File: src/rtl/rv32i_pkg.sv
// rtl/rv32i_pkg.sv - RV32I opcode, funct3, ALU_OP, next-PC select and immediate format encodings
package rv32i_pkg;

  localparam logic [6:0] OP_R      = 7'b0110011;
  localparam logic [6:0] OP_IMM    = 7'b0010011;
  localparam logic [6:0] OP_LUI    = 7'b0110111;
  localparam logic [6:0] OP_LOAD   = 7'b0000011;
  localparam logic [6:0] OP_STORE  = 7'b0100011;
  localparam logic [6:0] OP_JAL    = 7'b1101111;
  localparam logic [6:0] OP_JALR   = 7'b1100111;
  localparam logic [6:0] OP_BRANCH = 7'b1100011;

  localparam logic [2:0] F3_LW   = 3'b010;
  localparam logic [2:0] F3_SW   = 3'b010;
  localparam logic [2:0] F3_JALR = 3'b000;
  localparam logic [2:0] F3_BEQ  = 3'b000;
  localparam logic [2:0] F3_SR   = 3'b101;

  localparam logic [3:0] ALU_ADD = 4'b0000;

  localparam logic [31:0] NOP_INST = 32'h0000_0013;

  typedef enum logic [1:0] {
    PCS_SEQ  = 2'b00,
    PCS_REL  = 2'b01,
    PCS_JALR = 2'b10,
    PCS_HOLD = 2'b11
  } pcs_t;

  typedef enum logic [2:0] {
    FMT_NONE,
    FMT_I,
    FMT_S,
    FMT_B,
    FMT_U,
    FMT_J
  } imm_fmt_t;

endpackage

File: src/rtl/imm_gen.sv
// rtl/imm_gen.sv - combinational immediate extraction for I/S/B/U/J instruction formats
module imm_gen
  import rv32i_pkg::*;
(
  input  logic [31:7] ir,
  input  imm_fmt_t    fmt,
  output logic [31:0] imm
);

  always_comb begin
    imm = '0;
    unique case (fmt)
      FMT_I:   imm = {{20{ir[31]}}, ir[31:20]};
      FMT_S:   imm = {{20{ir[31]}}, ir[31:25], ir[11:7]};
      FMT_B:   imm = {{19{ir[31]}}, ir[31], ir[7], ir[30:25], ir[11:8], 1'b0};
      FMT_U:   imm = {ir[31:12], 12'b0};
      FMT_J:   imm = {{11{ir[31]}}, ir[31], ir[19:12], ir[20], ir[30:21], 1'b0};
      default: imm = '0;
    endcase
  end

endmodule

File: src/rtl/fetch_decode_unit.sv
// rtl/fetch_decode_unit.sv - multi-cycle RV32I front end: PC/PC0/IR registers, next-PC mux and decode
module fetch_decode_unit
  import rv32i_pkg::*;
#(
  parameter int               XLEN     = 32,
  parameter logic [XLEN-1:0]  RESET_PC = '0
) (
  input  logic            clk,
  input  logic            rst_n,
  input  logic            PC_Write,
  input  logic            PC0_Write,
  input  logic            IR_Write,
  input  logic [1:0]      PC_s,
  input  logic [XLEN-1:0] jalr_base,
  input  logic [31:0]     imem_rdata,
  output logic [XLEN-1:0] imem_addr,
  output logic [XLEN-1:0] pc_o,
  output logic [XLEN-1:0] pc0_o,
  output logic            IS_R,
  output logic            IS_IMM,
  output logic            IS_LUI,
  output logic            IS_LW,
  output logic            IS_SW,
  output logic            IS_JAL,
  output logic            IS_JALR,
  output logic            IS_BEQ,
  output logic [3:0]      ALU_OP,
  output logic [4:0]      rs1,
  output logic [4:0]      rs2,
  output logic [4:0]      rd,
  output logic [31:0]     imm,
  output logic            ill_inst,
  output logic            misalign,
  output logic [31:0]     fetch_cnt
);

  logic [XLEN-1:0] pc, pc0, target, pc_next;
  logic [31:0]     ir;
  logic [6:0]      opcode;
  logic [2:0]      f3;
  logic            legal, mis_hit, ir_loaded;
  imm_fmt_t        fmt;

  assign opcode = ir[6:0];
  assign f3     = ir[14:12];

  assign IS_R    = (opcode == OP_R);
  assign IS_IMM  = (opcode == OP_IMM);
  assign IS_LUI  = (opcode == OP_LUI);
  assign IS_LW   = (opcode == OP_LOAD)   && (f3 == F3_LW);
  assign IS_SW   = (opcode == OP_STORE)  && (f3 == F3_SW);
  assign IS_JAL  = (opcode == OP_JAL);
  assign IS_JALR = (opcode == OP_JALR)   && (f3 == F3_JALR);
  assign IS_BEQ  = (opcode == OP_BRANCH) && (f3 == F3_BEQ);
  assign legal   = IS_R | IS_IMM | IS_LUI | IS_LW | IS_SW | IS_JAL | IS_JALR | IS_BEQ;

  assign rs1 = ir[19:15];
  assign rs2 = ir[24:20];
  assign rd  = ir[11:7];

  always_comb begin
    ALU_OP = ALU_ADD;
    fmt    = FMT_NONE;
    if (IS_R) ALU_OP = {ir[30], f3};
    // Only the shift-right funct3 uses bit 30 as an op selector for immediates
    if (IS_IMM) ALU_OP = {(f3 == F3_SR) ? ir[30] : 1'b0, f3};
    if (IS_IMM || IS_LW || IS_JALR) fmt = FMT_I;
    if (IS_SW)  fmt = FMT_S;
    if (IS_BEQ) fmt = FMT_B;
    if (IS_LUI) fmt = FMT_U;
    if (IS_JAL) fmt = FMT_J;
  end

  imm_gen u_imm_gen (
    .ir  (ir[31:7]),
    .fmt (fmt),
    .imm (imm)
  );

  always_comb begin
    target = pc;
    case (PC_s)
      PCS_SEQ:  target = pc + XLEN'(4);
      PCS_REL:  target = pc0 + imm;
      PCS_JALR: target = jalr_base & ~XLEN'(1);
      default:  target = pc;
    endcase
    mis_hit = PC_Write && (PC_s != PCS_HOLD) && (target[1:0] != 2'b00);
    pc_next = PC_Write ? {target[XLEN-1:2], 2'b00} : pc;
  end

  always_ff @(posedge clk or negedge rst_n) begin
    if (!rst_n) begin
      pc        <= RESET_PC;
      pc0       <= '0;
      ir        <= NOP_INST;
      ill_inst  <= 1'b0;
      misalign  <= 1'b0;
      fetch_cnt <= '0;
      ir_loaded <= 1'b0;
    end else begin
      pc        <= pc_next;
      fetch_cnt <= fetch_cnt + 32'(IR_Write);
      ir_loaded <= IR_Write;
      if (PC0_Write) pc0 <= pc;
      if (IR_Write) ir <= imem_rdata;
      // The word loaded last edge is now in IR and decoded
      if (ir_loaded && !legal) ill_inst <= 1'b1;
      if (mis_hit) misalign <= 1'b1;
    end
  end

  assign imem_addr = pc;
  assign pc_o      = pc;
  assign pc0_o     = pc0;

endmodule

File: config.mk
export PLATFORM = sky130hd
export DESIGN_NAME = fetch_decode_unit
export DESIGN_NICKNAME = d
export VERILOG_FILES = /design/src/rtl/rv32i_pkg.sv /design/src/rtl/imm_gen.sv /design/src/rtl/fetch_decode_unit.sv
export SDC_FILE = /design/constraint.sdc
export NUM_CORES = 1
export LEC_CHECK = 0
export ABC_AREA = 1
export BUFFER_PORTS_ARGS = -buffer_cell sky130_fd_sc_hd__buf_2
export CAP_MARGIN = 20
export CORE_ASPECT_RATIO = 0.9
export CORE_MARGIN = 5
export CORE_UTILIZATION = 35
export DETAILED_ROUTE_END_ITERATION = 12
export GPL_TIMING_DRIVEN = 0
export PLACE_DENSITY = 0.55
export SYNTH_ARGS = -nofsm -noshare
export SYNTH_HDL_FRONTEND = slang
export SYNTH_SLANG_ARGS = --single-unit
File: constraint.sdc
create_clock -name clk -period 7.1 [get_ports clk]
set_input_delay 1.42 -clock clk [delete_from_list [all_inputs] [get_ports clk]]
set_output_delay 1.42 -clock clk [all_outputs]
set_load 0.05 [all_outputs]
==> metrics.cfg <==
[drt]
dr.pass1.iters=6
drc=0
drt-total-wl_um=35570
via_per_inst=5.046
antenna_left=0
drt-initial-drc-count=629
vias=9784
wire_per_inst_um=18.35

[synthesis]
netlist_top_cells_area=dfrtp_1 34%, nand2_1 12%, inv_1 6.8%
synth_xor_area_frac=0.02975
synth_cells=1302
synth-edff-count=0
synth_compound_area_frac=0.1337
synth_area_mm2=0.009126
synth_top_area_frac=0.3400
synth_top_family_by_area=simple AND/OR/NAND/NOR gates
async_reset_ff_frac=1.000
synthMuxAreaShare=0.01357
ys.flop_type=dfrtp_1
yosys.area_share.simple=0.3037
yosysMostFrequentCell=nand2_1
synth_top_area_cell=dfrtp_1
yosysSeqAreaShare=0.3486
synthTopCellsByCount=288 x nand2_1, 166 x inv_1, 156 x nor2_1
ys_ff_latch=127
avgSynthCellArea_um2=7.009
ys_types=49
yosys_warnings=0
synth_fa_ha_area_frac=0.04607

[sta]
worstMarginPinSlew_ps=927.6
final_hold_viol_count=0
hold_slack_ps=462.6
finalSetupTns_ps=0
rsz0062_at_grt=no
skew_ps=13.10
timing.slew.headroom=0.3793
worst_slack_ps=2483
slew_violations=0
fmax_ghz=0.2166
setup_viol=0
fin_crit_ps=4617
finalCritPeriodShare=0.6503

[die]
die_h_um=163.2
num_rows=56
coreArea_mm2=0.02585
pin_count=260
die_x_um=180.2
start_util=0.3530
fp.dieArea_mm2=0.02941

[clocking]
cts_num_sinks=127
cts_repair_resize_count=0
numCtsBuffers=17
cts_buffer_depth=2
h-tree-depth=4
postCtsHoldBufs=0
cts_tree=done
cts_setup_buffers=0
clk_pin_slew_worst_paths_ps=70
clk-insertion-delay-late_ps=430
root_buffer=clkbuf_16

[setup_path]
cpLargestDelayFamily=simple AND/OR/NAND/NOR gates
cp_num_cells=10
r2r_cells=19
critPathBufInv=4
critical_path.max_stage_delay_ps=720
end_kind=primary output
cp.required_ps=5680
worstSetupPathType=flip-flop to primary output
setup.worst_path.start_class=flip-flop
critPathMaxFanout=10
path_cells=nand2_1 > nor2_2 > nand2_1 > nand3_1 > inv_1 > nand2_1 > inv_1 > buf_2 > o31ai_1 > buf_2
cpMaxStageDelayCell=o31ai_1
crit_path_frequent_cell=nand2_1
cp.arrival_ps=3200

[place]
dp_cells=1907
portBuffers=251
place_worst_setup_slack_ps=2966
dp.final_hpwl_um=28890
gp_congestion=0.9602

[power_and_ir_drop]
power_density_mw_per_mm2=265.9
worst_ir_drop_vdd_mv=0.2281
p_total_mw=3.067
power.leakage_nw=6.080

[global_route]
grt_pass1_wl_um=54240
grt_pass1_vias=9382
grt_usage=0.2370
grt_max_degree=65
overflow=0
antenna_found_initial=0

[final_layout]
nNetsFinal=1682
fill_cells=2721
antenna_cells=0
stdcell_count=1939
drive_gt1_frac=0.2420
syn_to_final_growth_pct=26.38

[min_path]
hp-class=flip-flop to flip-flop
holdPathStages=1

[outcome]
status=completed

[flow_run]
drv_cap=0

-- worst paths after layout --
path	start	to	slack, ps
setup / recovery	ir[1]$_DFFE_PN1P_	imm[30]	2480
hold / removal	fetch_cnt[31]$_DFF_PN0_	fetch_cnt[31]$_DFF_PN0_	460
setup reg to reg	ir[1]$_DFFE_PN1P_	imem_addr[31]$_DFFE_PN0P_	3140
hold reg to reg	fetch_cnt[31]$_DFF_PN0_	fetch_cnt[31]$_DFF_PN0_	460
max in group asynchronous	rst_n	pc0_o[11]$_DFFE_PN0P_	5360
min in group asynchronous	rst_n	fetch_cnt[30]$_DFF_PN0_	960
-- registers in the layout, indices dropped and copies added (netlist names) --
register / cells
ill_inst: 1
misalign: 1
ir_loaded: 1
pc0_o: 30
fetch_cnt: 32
imem_addr: 30
ir: 32
-- per-stage QoR --
stage,cell area (um2),utilization
after floorplan,9145,-
after global placement,10840,0.4191
after detailed placement,10870,0.4204
after CTS,11530,0.4461
after global routing,11530,0.4461
final,11530,0.4461
-- per-layer routing --
metal,track usage,vias to the layer above,share of wire
met3,0.04587,70,0.070
met2,0.3803,377,0.45
met4,0.07595,0,0.028
met1,0.3246,4570,0.45
met5,0,-,0
li1,-,4767,-
-- power breakdown --
part / internal, mW / switching [mW]
combinational: 0.285 / 0.799
sequential: 0.821 / 0.152
clock: 0.646 / 0.365
-- cell type report --
class,count,area [um2],share of cell area
multi-input cells,930,4830,0.4187
flip-flops and latches,127,3182,0.2759
repair buffers,252,1290,0.1118
inverters,170,638.1,0.05533
plain buffers,80,495.5,0.04296
clock buffers,20,456.7,0.03960
well taps,348,435.4,0.03775
clock inverters,12,206.4,0.01790
-- logic make-up (layout without fill, tap and decap cells) --
family                     Yosys count  in the layout
AOI/OAI and AO/OA                  217            217
xor gates and xnor gates            31             31
and+or+nand+nor                    632            632
other                                1              6
buffers and inverters              250            534
adders and majority gates           33             33
muxes                               11             11
DFF                                127            127
-- placed cells by master, fill, tap and decap left out, types with 11 or more instances in the layout --
cell type    n
a21oi_1    103
buf_2      253
buf_4       51
clkbuf_1    27
clkbuf_16   17
dfrtp_1    124
ha_1        32
inv_1      166
mux2_2      11
nand2_1    288
nand3_1    104
nand4_1     20
nor2_1     156
nor3_1      21
o21ai_0     60
o31ai_1     11
xnor2_1     11
xor2_1      20
(Power assumes the default switching activity.)
